## src/rtl/spi_slave_byte.sv

```systemverilog
// SPI mode-0 responder (CPOL=0, CPHA=0, MSB first).
// sck/cs/mosi are oversampled on clk through short synchroniser chains.
// Each received byte is delivered as a one-cycle rx_valid pulse.
// Transmit bytes come from a single-entry valid/ready buffer.
//
// state  | meaning
// -------+------------------------------------------------------------
// IDLE   | cs high: miso parked at 1, waiting for a cs falling edge
// ACTIVE | cs low: sample mosi on sck rise, shift miso on sck fall
module spi_slave_byte #(
  parameter int DATA_W      = 8,
  parameter int SYNC_STAGES = 2,
  parameter logic [DATA_W-1:0] IDLE_FILL = {DATA_W{1'b1}}
) (
  input  logic              clk,
  input  logic              reset,
  input  logic              sck,
  input  logic              cs,
  input  logic              mosi,
  output logic              miso,
  input  logic [DATA_W-1:0] tx_data,
  input  logic              tx_valid,
  output logic              tx_ready,
  output logic [DATA_W-1:0] rx_data,
  output logic              rx_valid,
  output logic              tx_under,
  output logic              busy
);

  localparam int CNT_W = $clog2(DATA_W);
  localparam logic [CNT_W-1:0] LAST_BIT = CNT_W'(DATA_W - 1);

  typedef enum logic {IDLE, ACTIVE} state_t;

  state_t state, state_next;

  logic [SYNC_STAGES-1:0] sck_sync, cs_sync, mosi_sync;
  logic sck_prev, cs_prev;
  logic sck_s, cs_s, mosi_s;
  logic sck_rise, sck_fall, cs_rise, cs_fall;

  logic [DATA_W-1:0] tx_buf;
  logic              tx_buf_full;
  logic [DATA_W-1:0] tx_shift;
  logic [DATA_W-1:0] load_byte;
  logic [DATA_W-2:0] rx_shift;
  logic [DATA_W-1:0] rx_next;
  logic [CNT_W-1:0]  bit_cnt;

  logic load_tx, shift_tx, sample_rx, abort;

  assign sck_s  = sck_sync[SYNC_STAGES-1];
  assign cs_s   = cs_sync[SYNC_STAGES-1];
  assign mosi_s = mosi_sync[SYNC_STAGES-1];

  assign sck_rise = ~sck_prev & sck_s;
  assign sck_fall = sck_prev & ~sck_s;
  assign cs_rise  = ~cs_prev & cs_s;
  assign cs_fall  = cs_prev & ~cs_s;

  // An empty buffer at a byte start sends the idle fill pattern instead.
  assign load_byte = tx_buf_full ? tx_buf : IDLE_FILL;
  assign rx_next   = {rx_shift, mosi_s};

  // miso is the shifter MSB; the shifter is parked at all-ones when idle.
  assign miso     = tx_shift[DATA_W-1];
  assign tx_ready = ~tx_buf_full;
  assign busy     = (state == ACTIVE);

  // Synchronise the SPI pins and keep the previous sck/cs for edge detection.
  always_ff @(posedge clk) begin
    if (reset) begin
      sck_sync  <= '0;
      cs_sync   <= '1;
      mosi_sync <= '1;
      sck_prev  <= 1'b0;
      cs_prev   <= 1'b1;
    end else begin
      sck_sync  <= {sck_sync[SYNC_STAGES-2:0], sck};
      cs_sync   <= {cs_sync[SYNC_STAGES-2:0], cs};
      mosi_sync <= {mosi_sync[SYNC_STAGES-2:0], mosi};
      sck_prev  <= sck_s;
      cs_prev   <= cs_s;
    end
  end

  // FSM state register.
  always_ff @(posedge clk) begin
    if (reset) state <= IDLE;
    else       state <= state_next;
  end

  // Next state and per-cycle datapath strobes; a cs rise overrides any sck edge.
  always_comb begin
    state_next = state;
    load_tx    = 1'b0;
    shift_tx   = 1'b0;
    sample_rx  = 1'b0;
    abort      = 1'b0;
    case (state)
      IDLE: begin
        if (cs_fall) begin
          state_next = ACTIVE;
          load_tx    = 1'b1;
        end
      end
      ACTIVE: begin
        if (cs_rise) begin
          state_next = IDLE;
          abort      = 1'b1;
        end else if (sck_rise) begin
          sample_rx = 1'b1;
        end else if (sck_fall) begin
          if (bit_cnt == '0) load_tx  = 1'b1;
          else               shift_tx = 1'b1;
        end
      end
      default: state_next = IDLE;
    endcase
  end

  // Transmit buffer: accept only while empty, so accept and consume never overlap.
  always_ff @(posedge clk) begin
    if (reset) begin
      tx_buf      <= '0;
      tx_buf_full <= 1'b0;
    end else if (tx_valid && !tx_buf_full) begin
      tx_buf      <= tx_data;
      tx_buf_full <= 1'b1;
    end else if (load_tx && tx_buf_full) begin
      tx_buf_full <= 1'b0;
    end
  end

  // Transmit shifter and underrun pulse.
  always_ff @(posedge clk) begin
    if (reset) begin
      tx_shift <= '1;
      tx_under <= 1'b0;
    end else begin
      tx_under <= 1'b0;
      if (abort) begin
        tx_shift <= '1;
      end else if (load_tx) begin
        tx_shift <= load_byte;
        tx_under <= ~tx_buf_full;
      end else if (shift_tx) begin
        tx_shift <= {tx_shift[DATA_W-2:0], 1'b1};
      end
    end
  end

  // Receive shifter, bit counter and received-byte pulse; partial bytes are dropped on abort.
  always_ff @(posedge clk) begin
    if (reset) begin
      rx_shift <= '0;
      rx_data  <= '0;
      rx_valid <= 1'b0;
      bit_cnt  <= '0;
    end else begin
      rx_valid <= 1'b0;
      if (abort) begin
        rx_shift <= '0;
        bit_cnt  <= '0;
      end else if (sample_rx) begin
        rx_shift <= rx_next[DATA_W-2:0];
        if (bit_cnt == LAST_BIT) begin
          rx_data  <= rx_next;
          rx_valid <= 1'b1;
          bit_cnt  <= '0;
        end else begin
          bit_cnt <= bit_cnt + CNT_W'(1);
        end
      end
    end
  end

endmodule

```

## config.mk

```make
export PLATFORM = sky130hd
export DESIGN_NAME = spi_slave_byte
export DESIGN_NICKNAME = d
export VERILOG_FILES = /design/src/rtl/spi_slave_byte.sv
export SDC_FILE = /design/constraint.sdc
export NUM_CORES = 1
export LEC_CHECK = 0
export CORE_AREA = 10 10 69 71
export DETAILED_ROUTE_END_ITERATION = 8
export DIE_AREA = 0 0 79 81
export GPL_TIMING_DRIVEN = 1
export PLACE_DENSITY = 0.88
export SLEW_MARGIN = 25
export SYNTH_ARGS = -nofsm -noshare
export SYNTH_HDL_FRONTEND = slang
export SYNTH_SLANG_ARGS = --single-unit
export TNS_END_PERCENT = 50
```

## constraint.sdc

```tcl
create_clock -name clk -period 1.8 [get_ports clk]
set_input_delay 0.36 -clock clk [delete_from_list [all_inputs] [get_ports clk]]
set_output_delay 0.36 -clock clk [all_outputs]
set_load 0.02 [all_outputs]
```

== After elaboration in Yosys (flattened, before gate mapping) ==
Index checks and enable logic that the tools add are counted.

* Mux-type cells: 25
* Equality and inequality tests: 1
* Reduce and logical (&&, ||, !) cells: 10
* $add $sub $neg: 1
* Bitwise operators: 13

{| class="wikitable"
|+ Operators with widths
! operator !! count
|-
| $mux 8 || 3
|-
| $mux 1 || 19
|-
| $not 1->1 || 9
|-
| $reduce_or 3->1 || 2
|-
| $and 1x1->1 || 4
|-
| $pmux 1 s2 || 2
|-
| $reduce_bool 2->1 || 2
|-
| $add 3x1->3 const B || 1
|-
| $eq 3x3->1 const B || 1
|-
| $logic_not 3->1 || 1
|-
| $mux 3 || 1
|-
| $reduce_and 3->1 || 1
|-
| $logic_and 1x1->1 || 2
|-
| $reduce_or 2->1 || 1
|-
| $logic_not 1->1 || 1
|}

* Bits in registers: 46
* Input port bits: 14

== Depth between registers and ports, before layout ==
* Word-level depth: 9
* Depth in mapped cells: 7
* Mapped depth without buffers: 6

== Worst setup path after synthesis ==
OpenSTA, ideal clock, no wires.

* Path kind: reg2reg
* From: register state, in the netlist busy
* To: register tx_shift[1]
* Buffers on the path: 1
* Setup slack: 0.273 ns
* Arrival time: 1.396 ns
* Cell stages (with the launch flop): 5
* Cell sequence: dfxtp_1 -> buf_6 -> or3b_4 -> a211o_4 -> a2bb2oi_1

* Longest elaborated chain between the ends: 3
* Elaborated cells between the ends (all ways): 7
* Those cells by class: 4 x mux; 1 x bitwise; 2 x reduce/logical

{| class="wikitable"
|+ RTL lines
! element !! line !! RTL
|-
| from (decl) || 35 || <nowiki>state_t state, state_next;</nowiki>
|-
| from (signal assigned) || 90 || <nowiki>else state <= state_next;</nowiki>
|-
| $not 1->1 || - ||
|-
| $pmux 1 s2 || 100 || <nowiki>case (state)</nowiki>
|-
| $mux 8 or $reduce_bool 2->1 (tied branches) || - ||
|-
| to (signal assigned) || 145 || <nowiki>tx_shift <= load_byte;</nowiki>
|-
| to (signal assigned) || 148 || <nowiki>tx_shift <= {tx_shift[DATA_W-2:0], 1'b1};</nowiki>
|-
| to (decl) || 44 || <nowiki>logic [DATA_W-1:0] tx_shift;</nowiki>
|}

Several ways; a longest one is shown, not always the timed one.
A chain may end at the register's enable or synchronous reset.

== Final worst setup path ==
* From: register rx_data[1]
* To: output port rx_data[1]

{| class="wikitable"
|+ RTL lines
! element !! line !! RTL
|-
| from (decl) || 24 || <nowiki>output logic [DATA_W-1:0] rx_data,</nowiki>
|-
| from (signal assigned) || 168 || <nowiki>rx_data <= rx_next;</nowiki>
|}

No word-level cell between the ends.

==> flow_metrics.tcl <==
set metrics [dict create \
    total_power_mw 1.63 \
    die_h_um 81 \
    ios 27 \
    p_per_area_mw_per_mm2 772 \
    dp_hpwl_mm 2.45 \
    hold_path.class "flop to flop" \
    synth_edf_count 0 \
    wl_per_cell_um 13.5 \
    cts_buffers 5 \
    place_congestion 0.751 \
    grt_pass1_vias 1327 \
    holdPathStages 1 \
    outcome "complete, no violations" \
    ys_types 28 \
    grt_pass1_wl_mm 5.73 \
    clk_latency_ns 0.35 \
    synth-main-ff-cell "dfxtp_1" \
    clock-sinks 46 \
    die_w_um 79 \
    antenna_found_initial 0 \
    cts.htree.levels 2 \
    critical-path-max-stage-delay_ns 0.63 \
    async_flop_share_pct 0 \
    postSynthNetCount 188 \
    setup_violations 0 \
    ir_worst_vdd_mv 0.599 \
    tns_ns 0 \
    cts_root_buffer "clkbuf_4" \
    synth_area_mm2 0.00174 \
    p_leak_nw 0.971 \
    ff2ff_path_depth 6 \
    synth.avg_cell_area_um2 10.2 \
    dieArea_mm2 0.00640 \
    worstPathCellList "clkdlybuf4s50_1" \
    cp.required_ns 1.44 \
    fin_hold_ws_ns 0.428 \
    max-slew-margin-rel_pct 66.8 \
    drc 0 \
    cts.clk_slew.worst_paths_ns 0.12 \
    crit_buf_inv 1 \
    vias 1253 \
    synth-seq-area-share_pct 52.9 \
    period_needed_ns 1.70 \
    cp-endpoint "rx_data[1]" \
    finalNonFillerCells 249 \
    crit_arrival_ns 1.34 \
    fp-row-count 22 \
    hold_viol 0 \
    tightest_slew_ns 0.498 \
    diodes 0 \
    path_class "flop to primary output" \
    cap_viol_max_count 0 \
    r2r-end "tx_shift[5]" \
    vias_per_cell 5.03 \
    initial_utilization_pct 49.4 \
    ant_nets 0 \
    grt_max_degree 27 \
    drtIter0Drc 86 \
    ys_warn_count 0 \
    area_delta_synth_final_pct 21.5 \
    layout-drive-gt1-share_pct 11.4 \
    critPathSlowestCell "clkdlybuf4s50_1" \
    fin_util_pct 60.0 \
    drv_slew 0 \
    synth-seq-cells 46 \
    worstSetupPathDepth 1 \
    critPathLaunchType "flop" \
    firstDrtPassIters 4 \
    io_buffer_count 26 \
    fmax_ghz 0.589 \
    r2r-start "bit_cnt[1]" \
    nets 218 \
    crit_start "rx_data[1]" \
    skew_ns 0.00739 \
    cp-end-kind "primary output" \
    path_max_fanout 2 \
    overflow 0 \
    path_delay_family "buffers and inverters" \
    cts_max_path_buffers 2 \
    grt_use_total_pct 11.0 \
    r2r_slack_ns 0.19 \
    synthCells 171 \
    dp.cells 242 \
    timing.final.crit_share_pct 94.4 \
    core_area_mm2 0.00352 \
    routed_wl_mm 3.37 \
    rsz0062_at_grt "no" \
    cts_tree "built" \
]
## state kept, by name (all words and copies together) (netlist names)
name	flops
rx_data	8
tx_buf	8
tx_shift	8
rx_shift	7
bit_cnt	3
cs_sync	2
mosi_sync	2
sck_sync	2
busy	1
cs_prev	1
rx_valid	1
sck_prev	1
tx_buf_full	1
tx_under	1
## area by class of cell
| class | instances | area [µm²] |
|---|---|---|
| Tap cell | 48 | 60.1 |
| Multi-Input combinational cell | 113 | 771 |
| Timing Repair Buffer | 32 | 303 |
| Inverter | 3 | 11.3 |
| Clock buffer | 6 | 41.3 |
| Sequential cell | 46 | 922 |
| Fill cell | 329 | 1410 |
| Clock inverter | 1 | 7.51 |
## per-stage QoR
step                      area (µm²)  setup WS (ns)
after floorplan                 1740          0.273
after global placement          2060          0.161
after detailed placement        2060          0.136
after CTS                       2110         0.0979
after global routing            2120         0.0465
final                           2120          0.101
## cell families after synthesis
logic type,after synthesis,share of synthesized area (%)
adder cells (fa/ha/maj),3,2.16
AND/OR/NAND/NOR,62,18.0
flip-flops,46,52.9
multiplexers,24,13.8
buffers and inverters,12,3.23
AO/OA/AOI/OAI,24,9.91
## placed cells by master (no fill, tap or decap), types with 6 or more instances in the layout
cell type / n
dfxtp_1: 45
mux2i_1: 24
clkdlybuf4s50_1: 24
nand2_1: 19
nor2_1: 18
a21oi_1: 11
nor2b_1: 8
a2bb2oi_1: 7
buf_4: 6
## repair_timing
item	in CTS	in global routing
gates resized for setup	3	1
buffers inserted	0	0
hold endpoints to repair	0	0
hold buffers	0	0
setup endpoints to repair	2	2
## cells in the mapped netlist, types with 2 or more instances
library cell   n  area share, %
dfxtp_1       46             53
clkbuf_1       4           0.86
nand2_1       19            4.1
a211oi_1       2           0.86
inv_1          3           0.65
nor2_1        18            3.9
a21oi_1       11            3.2
nand3_1        2           0.57
o21bai_1       2           0.86
nor2b_1        8            2.9
buf_2          3           0.86
ha_1           3            2.2
mux2i_1       24             14
or2_2          5            1.8
nand4_1        2           0.72
a2bb2oi_1      7            3.5
## worst min-delay path by stage
| stage | start | to | slack, ns |
|---|---|---|---|
| 2_1_floorplan | cs_sync[0] | cs_sync[1] | 0.39 |
| 3_3_place_gp | cs_sync[0] | cs_sync[1] | 0.39 |
| 3_5_place_dp | mosi_sync[0] | mosi_sync[1] | 0.40 |
| 4_1_cts | mosi_sync[0] | mosi_sync[1] | 0.43 |
| 5_1_grt | mosi_sync[0] | mosi_sync[1] | 0.44 |
| 6_report | mosi_sync[0] | mosi_sync[1] | 0.43 |
## power breakdown
group	switching, mW	internal [mW]
clock network	0.298	0.146
logic	0.0617	0.0659
registers	0.0176	1.04
## per-layer routing
| layer | track usage [%] | share of wire [%] |
|---|---|---|
| met1 | 11.1 | 42 |
| met2 | 20.0 | 51 |
| met3 | 5.08 | 6.5 |
| met4 | 2.69 | 0.33 |
| met5 | 0 | 0 |
Note: power is estimated with default switching activity, not from simulation.
